<file path="src/rtl/multi_clock_enable_pkg.sv">
// Shared types and elaboration-time helpers for the multi-channel enable generator.
package clock_enable_pkg;

  typedef enum logic {
    MODE_PERIODIC = 1'b0,
    MODE_ONESHOT  = 1'b1
  } enb_mode_t;

  function automatic int calc_pre_limit(input int base_us, input int clkfreq_mhz);
    return base_us * clkfreq_mhz;
  endfunction

  // Register/port widths must stay at least 1 bit even for a count of 1.
  function automatic int safe_clog2(input int n);
    return (n <= 2) ? 1 : $clog2(n);
  endfunction

endpackage

</file>
<file path="src/rtl/multi_clock_enable_channel.sv">
// One enable channel: counts base ticks, periodic or one-shot, 1-cycle pulse on the terminal tick.
// Pulse is combinational from q/period/busy plus base_tick; no backpressure, pulses are never held.
module enb_channel
  import clock_enable_pkg::*;
#(
  parameter int CNT_W          = 16,
  parameter int DEFAULT_PERIOD = 1000
) (
  input  logic             clk,
  input  logic             reset_n,
  input  logic             clr,
  input  logic             cfg_wr,
  input  logic [CNT_W-1:0] cfg_period,
  input  logic             cfg_oneshot,
  input  logic             ch_en,
  input  logic             start,
  input  logic             base_tick,
  output logic             enb,
  output logic             busy
);

  logic [CNT_W-1:0] q;
  logic [CNT_W-1:0] period;
  enb_mode_t        mode;
  logic             live;
  logic             at_last;

  // A zero period never reaches its terminal count, so the channel stays silent.
  assign live    = (period != '0);
  assign at_last = live && (q == period - CNT_W'(1));
  assign enb     = base_tick && at_last && ((mode == MODE_ONESHOT) ? busy : ch_en);

  always_ff @(posedge clk or negedge reset_n) begin
    if (!reset_n) begin
      q      <= '0;
      busy   <= 1'b0;
      period <= CNT_W'(DEFAULT_PERIOD);
      mode   <= MODE_PERIODIC;
    end else begin
      if (cfg_wr) begin
        period <= cfg_period;
        mode   <= enb_mode_t'(cfg_oneshot);
      end
      if (clr || cfg_wr) begin
        q    <= '0;
        busy <= 1'b0;
      end else if (mode == MODE_ONESHOT) begin
        if (start) begin
          q    <= '0;
          busy <= live;
        end else if (busy && base_tick) begin
          if (at_last) begin
            q    <= '0;
            busy <= 1'b0;
          end else begin
            q <= q + CNT_W'(1);
          end
        end
      end else begin
        busy <= 1'b0;
        if (!ch_en) begin
          q <= '0;
        end else if (base_tick && live) begin
          q <= at_last ? '0 : q + CNT_W'(1);
        end
      end
    end
  end

endmodule

</file>
<file path="src/rtl/multi_clock_enable.sv">
// Shared prescaler plus NUM_CH programmable enable channels on the common clk.
// base_tick/enb_out are combinational from registered state; free-running, no backpressure.
module multi_clock_enable
  import clock_enable_pkg::*;
#(
  parameter int NUM_CH         = 4,
  parameter int CLKFREQ_MHZ    = 100,
  parameter int BASE_US        = 1,
  parameter int CNT_W          = 16,
  parameter int DEFAULT_PERIOD = 1000
) (
  input  logic                            clk,
  input  logic                            reset_n,
  input  logic                            clr,
  input  logic                            cfg_we,
  input  logic [safe_clog2(NUM_CH)-1:0]   cfg_ch,
  input  logic [CNT_W-1:0]                cfg_period,
  input  logic                            cfg_oneshot,
  input  logic [NUM_CH-1:0]               ch_en,
  input  logic [NUM_CH-1:0]               start,
  output logic                            base_tick,
  output logic [NUM_CH-1:0]               enb_out,
  output logic [NUM_CH-1:0]               busy
);

  localparam int CH_W      = safe_clog2(NUM_CH);
  localparam int PRE_LIMIT = calc_pre_limit(BASE_US, CLKFREQ_MHZ);
  localparam int PRE_W     = safe_clog2(PRE_LIMIT);
  localparam logic [PRE_W-1:0] PRE_LAST = PRE_W'(PRE_LIMIT - 1);

  logic [PRE_W-1:0] pre;

  always_ff @(posedge clk or negedge reset_n) begin
    if (!reset_n) begin
      pre <= '0;
    end else if (clr || (pre == PRE_LAST)) begin
      pre <= '0;
    end else begin
      pre <= pre + PRE_W'(1);
    end
  end

  // reset_n gating keeps base_tick low in reset even when PRE_LIMIT is 1.
  assign base_tick = reset_n && !clr && (pre == PRE_LAST);

  // Indices with no matching channel decode to no write.
  for (genvar i = 0; i < NUM_CH; i++) begin : g_ch
    enb_channel #(
      .CNT_W         (CNT_W),
      .DEFAULT_PERIOD(DEFAULT_PERIOD)
    ) u_ch (
      .clk        (clk),
      .reset_n    (reset_n),
      .clr        (clr),
      .cfg_wr     (cfg_we && (cfg_ch == CH_W'(i))),
      .cfg_period (cfg_period),
      .cfg_oneshot(cfg_oneshot),
      .ch_en      (ch_en[i]),
      .start      (start[i]),
      .base_tick  (base_tick),
      .enb        (enb_out[i]),
      .busy       (busy[i])
    );
  end

endmodule

</file>
<file path="config.mk">
export PLATFORM = sky130hd
export DESIGN_NAME = multi_clock_enable
export DESIGN_NICKNAME = d
export VERILOG_FILES = /design/src/rtl/multi_clock_enable_pkg.sv /design/src/rtl/multi_clock_enable_channel.sv /design/src/rtl/multi_clock_enable.sv
export SDC_FILE = /design/constraint.sdc
export NUM_CORES = 1
export LEC_CHECK = 0
export BUFFER_PORTS_ARGS = -buffer_cell sky130_fd_sc_hd__buf_2
export CAP_MARGIN = 30
export CORE_UTILIZATION = 25
export CTS_CLUSTER_SIZE = 20
export DETAILED_ROUTE_END_ITERATION = 8
export HOLD_SLACK_MARGIN = 0.06
export REMOVE_ABC_BUFFERS = 1
export SYNTH_ARGS = -nofsm -noshare
export SYNTH_HDL_FRONTEND = slang
export SYNTH_SLANG_ARGS = --single-unit
</file>
<file path="constraint.sdc">
create_clock -name clk -period 3.7 [get_ports clk]
set_clock_uncertainty 0.15 [all_clocks]
set_input_delay 0 -clock clk [delete_from_list [all_inputs] [get_ports clk]]
set_output_delay 0 -clock clk [all_outputs]
set_load 0.01 [all_outputs]
</file>
==> Word-level counts from Yosys, hierarchy flattened <==
Cells that the tools add are included.
{ "totals": {"reg_bits": 143, "latchBits": 0, "ramBits": 0, "rom_bits": 0, "in_bits": 31, "out_inout_bits": 9, "elab_cells": 144, "n_memories": 0} }
{ "classes": {"n_addsub": 9, "n_mul": 0, "div": 0, "n_lt_le_gt_ge": 0, "eq_ne": 20, "shift": 0, "muxes": 53, "n_bitwise": 0, "reduce_logical": 45} }
{ "op_table": {"columns": ["cell", "count"], "rows": [
  ["16-bit 2-to-1 mux", 28],
  ["16-bit by 1-bit adder with 16-bit output, second input constant", 4],
  ["16-bit == test", 4],
  ["16-bit nonzero test", 4],
  ["16-bit by 1-bit subtractor with 16-bit output, second input constant", 4],
  ["4-bit inequality test, second input constant", 8],
  ["1-bit logical AND", 26],
  ["1-bit 2-to-1 mux", 24],
  ["4-bit by 1-bit inequality test with 1-bit output, second input constant", 4],
  ["2-bit AND reduction", 8],
  ["7-bit by 1-bit adder with 7-bit output, second input constant", 1],
  ["7-bit == test, second input constant", 1],
  ["7-bit 2-to-1 mux", 1],
  ["1-bit logical OR", 5],
  ["2-bit == test, second input constant", 2],
  ["2-bit by 1-bit == test with 1-bit output, second input constant", 1],
  ["2-bit logical NOT", 1],
  ["1-bit logical NOT", 1]
]} }

==> Depth between registers and ports, before layout <==
{ "depth": {"depth_word": 8, "ltp_mapped": 12, "ltp_nobuf": 10} }

==> Cells and area by module <==
Synthesis repeated with hierarchy kept, for this count alone.
{ "unflattened": {"cells_unflattened": 1057, "area_unflattened_um2": 9850.7} }
{ "by_module_without_submodules": {"columns": ["module", "n_inst", "cells_each", "area_each_um2", "seq_area_each_um2"], "rows": [
  ["enb_channel at g_ch[0].u_ch ...", 3, 253, 2373.5, 858.3],
  ["enb_channel at g_ch[3].u_ch", 1, 261, 2374.8, 858.3],
  ["multi_clock_enable", 1, 37, 355.3, 175.2]
]} }

==> Worst setup path after synthesis <==
No wires, ideal clock.
{ "synth_timing": {"path_type": "reg2reg", "start": "reg g_ch[2].u_ch.period[0]", "end": "reg g_ch[2].u_ch.q[8]", "setup_time_ns": 0.119, "t_arrival_ns": 2.850, "required_ns": 3.431, "slack_ns": 0.581, "path_stages_with_launch": 12, "n_path_buf": 1, "period_less_slack_ns": 3.119, "path_cell_list": "dfrtp_1 > inv_1 > ha_1 > or3b_1 > or4_1 > o211ai_1 > o211ai_1 > a2111oi_2 > nand3_2 > a21oi_2 > buf_6 > nor2_1"} }
{ "synth_via": {"elab_chain_len": 8, "elab_cells_between_ends": 14, "classes_between": "1 x add/sub; 2 x eq/ne; 7 x mux; 4 x reduce/logical"} }
{ "synth_rtl": {"columns": ["item", "line", "rtl"], "rows": [
  ["start, declared", "multi_clock_enable_channel.sv:23", "logic [CNT_W-1:0] period;"],
  ["start signal, assigned", "multi_clock_enable_channel.sv:37", "period <= CNT_W'(DEFAULT_PERIOD);"],
  ["start signal, assigned", "multi_clock_enable_channel.sv:41", "period <= cfg_period;"],
  ["16-bit by 1-bit subtractor with 16-bit output", "multi_clock_enable_channel.sv:30", "assign at_last = live && (q == period - CNT_W'(1));"],
  ["16-bit == test", "multi_clock_enable_channel.sv:30", null],
  ["1-bit logical AND", "multi_clock_enable_channel.sv:30", null],
  ["16-bit 2-to-1 mux", "multi_clock_enable_channel.sv:52, multi_clock_enable_channel.sv:64", null],
  ["16-bit 2-to-1 mux, on equally long branches", "multi_clock_enable_channel.sv:63, multi_clock_enable_channel.sv:51", null],
  ["16-bit 2-to-1 mux, on equally long branches", "multi_clock_enable_channel.sv:61, multi_clock_enable_channel.sv:48", null],
  ["16-bit 2-to-1 mux", "multi_clock_enable_channel.sv:47", "end else if (mode == MODE_ONESHOT) begin"],
  ["16-bit 2-to-1 mux", "multi_clock_enable_channel.sv:44", "if (clr || cfg_wr) begin"],
  ["end signal, assigned", "multi_clock_enable_channel.sv:56", "q <= q + CNT_W'(1);"],
  ["end signal, assigned", "multi_clock_enable_channel.sv:64", "q <= at_last ? '0 : q + CNT_W'(1);"],
  ["end, declared", "multi_clock_enable_channel.sv:22", "logic [CNT_W-1:0] q;"]
]} }
Several ways; a longest one is shown, not always the timed one. The select of a mux whose other input is x is not followed.
A chain may end at the register's enable or synchronous reset.

==> Worst setup path in the final report <==
{ "layout_timing": {"start": "reg g_ch[0].u_ch.period[0]", "end": "reg g_ch[0].u_ch.busy"} }
{ "layout_via": {"elab_chain_len": 5, "elab_cells_between_ends": 9, "classes_between": "1 x add/sub; 2 x eq/ne; 3 x mux; 3 x reduce/logical"} }
{ "layout_rtl": {"columns": ["item", "line", "rtl"], "rows": [
  ["start, declared", "multi_clock_enable_channel.sv:23", null],
  ["start signal, assigned", "multi_clock_enable_channel.sv:37", null],
  ["start signal, assigned", "multi_clock_enable_channel.sv:41", null],
  ["16-bit by 1-bit subtractor with 16-bit output", "multi_clock_enable_channel.sv:30", null],
  ["16-bit == test", "multi_clock_enable_channel.sv:30", null],
  ["1-bit logical AND", "multi_clock_enable_channel.sv:30", null],
  ["4-bit inequality test (no source line)", null, null],
  ["2-bit AND reduction (no source line)", null, null],
  ["end signal, assigned", "multi_clock_enable_channel.sv:50", "busy <= live;"],
  ["end, declared", "multi_clock_enable_channel.sv:19", "output logic busy"]
]} }
Several ways; a longest one is shown, not always the timed one.

==> flow_metrics.tcl <==
set metrics [dict create \
    antenna_found_initial 0 \
    die_w_um 195.6 \
    cpMostUsedCell "buf_4" \
    arrival_ps 3700 \
    start_util_pct 25.52 \
    dp.final_hpwl_mm 18.06 \
    async_flop_share_pct 100.0 \
    slowest_stage "or4_1" \
    synth_cells 1051 \
    critPathCaptureType "flip-flop" \
    drt_iter0_markers 595 \
    cts_buffers 17 \
    drc_errors 0 \
    critPathMaxStageDelay_ps 580 \
    ys.flop_type "dfrtp_1" \
    clock_latency_ps 440 \
    fin_crit_ps 3535 \
    io_buffers 39 \
    hold_path.class "in -> async" \
    avgSynthCellArea_sq_um 8.912 \
    slew_viol_final 0 \
    synth_top_area_share_pct 31.79 \
    dp_cells 1530 \
    place_ws_ps 235.1 \
    status "finished, final reports clean" \
    path_class "reg -> reg" \
    grt_pass1_vias 7807 \
    max_freq_ghz 0.2829 \
    layout_common_cells "nand2_1 (149), dfrtp_1 (119), nand3_1 (80)" \
    wire_per_inst_um 15.75 \
    final_antenna_net_count 0 \
    p_leak_nw 4.587 \
    cp.buffers_inverters 3 \
    fin_cells 1622 \
    synth_edf_count 0 \
    place_congestion 0.8341 \
    cts-htree-levels 4 \
    cp_cell_sequence "buf_4, or4_1, nor2_1, xor2_1, or3_1, a2111oi_2, buf_4, and4_4, a21boi_1, o211a_1, dlygate4sd3_1" \
    crit_path_start_kind "flip-flop" \
    yosys_warnings 0 \
    max-vdd-ir-drop_uv 319.9 \
    synth_area_sq_um 9366 \
    critPathMaxFanout 4 \
    ctsLongestPathBuffers 2 \
    rows 70 \
    hold_viol 0 \
    clkTransAtPathRegs_ps 60 \
    dr.pass1.iters 5 \
    layout_commonest_cell "nand2_1" \
    die_height_um 195.6 \
    yosys.area.top_type "dfrtp_1" \
    max-slew-margin-rel_pct 40.57 \
    fill_cells 3751 \
    vias 8213 \
    routed_wl_mm 25.54 \
    n_antenna_cell 0 \
    clockRootBuffer "clkbuf_16" \
    synth_cell_types 81 \
    powerDensity_nw_per_um2 415.4 \
    cts_tree "yes" \
    cap_violations 0 \
    ios 40 \
    synthTopCellsByArea "dfrtp_1 (32%), dfstp_2 (6.7%), mux2_2 (6.3%)" \
    cts_num_sinks 143 \
    grt_pass1_wl_mm 41.29 \
    ys_seq_area_share_pct 38.53 \
    min_period_over_period_pct 95.54 \
    areaGrowthSynthToFinish_pct 21.53 \
    synth-seq-cells 143 \
    track_usage_pct 13.64 \
    finalSetupViolCount 0 \
    crit_family "simple AND/OR/NAND/NOR gates" \
    core-area_sq_um 36700 \
    grt_max_degree 66 \
    fin_nets 1181 \
    finalPower_mw 4.728 \
    setup_ws_ps 165.0 \
    tightest_slew_ps 889.0 \
    fin_setup_tns_ps 0 \
    die_area_sq_um 38240 \
    globalRoute.totalOverflow 0 \
    post_drt_via_cell_ratio 5.064 \
    drive_gt1_share_pct 19.50 \
    crit_required_ps 3870 \
]
cell usage after synthesis (28+ instances only):
master    instances
nand3_1          80
clkbuf_1         35
nor2b_1          28
xnor2_1          52
o21ai_0          29
nand2_1         149
xor2_1           35
nor3_1           38
mux2_2           52
nor2_1           80
dfrtp_1         119
final timing paths:
check | slack, ps | startpoint | endpoint | depth (start not counted)
worst max-delay path | 170 | g_ch[0].u_ch.period[0] | g_ch[0].u_ch.busy | 11
min in group clk | 100 | ch_en[2] | g_ch[2].u_ch.q[4] | 6
max in group asynchronous | 2090 | reset_n | g_ch[1].u_ch.q[14] | 4
worst min register to register | 310 | pre[0] | pre[0] | 1
worst min-delay path | 80 | reset_n | g_ch[2].u_ch.q[2] | 3
worst max register to register | 170 | g_ch[0].u_ch.period[0] | g_ch[0].u_ch.busy | 11
report_power, final:
group | internal [mW] | total [mW] | switching [mW]
combinational | 0.517 | 1.04 | 0.527
sequential | 1.75 | 2.02 | 0.264
clock | 0.943 | 1.67 | 0.725
layout make-up:
type / instances / area, sq um / area share (%)
Inverter: 25 / 93.84 / 0.8244
Clock buffer: 19 / 442.9 / 3.891
Timing Repair Buffer: 126 / 1017 / 8.936
Sequential cell: 143 / 3608 / 31.70
Multi-Input combinational cell: 828 / 5522 / 48.51
Tap cell: 468 / 585.6 / 5.144
Clock inverter: 13 / 113.9 / 1.000
flip-flops by register name, summed over array words and instances (netlist names):
| name | count |
|---|---|
| g_ch.u_ch.period | 64 |
| g_ch.u_ch.q | 64 |
| pre | 7 |
| g_ch.u_ch.busy | 4 |
| g_ch.u_ch.mode | 4 |
cells by family (layout without fill, tap and decap cells):
family | count (synthesis) | in the layout | share of synthesized area, %
buffers and inverters | 80 | 183 | 3.887
and+or+nand+nor | 522 | 522 | 29.03
DFF | 143 | 143 | 38.53
muxes | 61 | 61 | 7.213
AOI/OAI and AO/OA | 148 | 148 | 11.77
xor gates and xnor gates | 88 | 88 | 8.376
adders and majority gates | 9 | 9 | 1.202
what timing repair did:
action,4_1_cts,5_1_grt
cloned,0,0
buffers inserted,0,3
hold buffers,57,0
endpoints found under the setup margin,2,16
pin swaps,1,4
gates resized for setup,4,19
endpoints found under the hold margin,152,0
per-layer routing:
metal  global-route usage, %  vias to the layer above  wire [um]
met5                       0                        -          0
met4                   5.658                        0        725
met3                   2.383                       41       1089
met2                   21.04                      184      11810
met1                   18.75                     4043      11910
li1                        -                     3945          -
stage by stage:
stage,util [%],area (sq um),hold slack [ps]
after floorplan,-,9096,-445.6
after global placement,27.48,10080,106.5
after detailed placement,27.55,10110,-23.95
after CTS,30.69,11260,93.76
after global routing,31.02,11380,132.8
final,31.02,11380,82.73
worst min-delay path, cell delays in order:
cell and delay [ps]:
dlygate4sd3_1 550, buf_6 130, buf_4 420
Note: power is estimated with default switching activity, not from simulation.
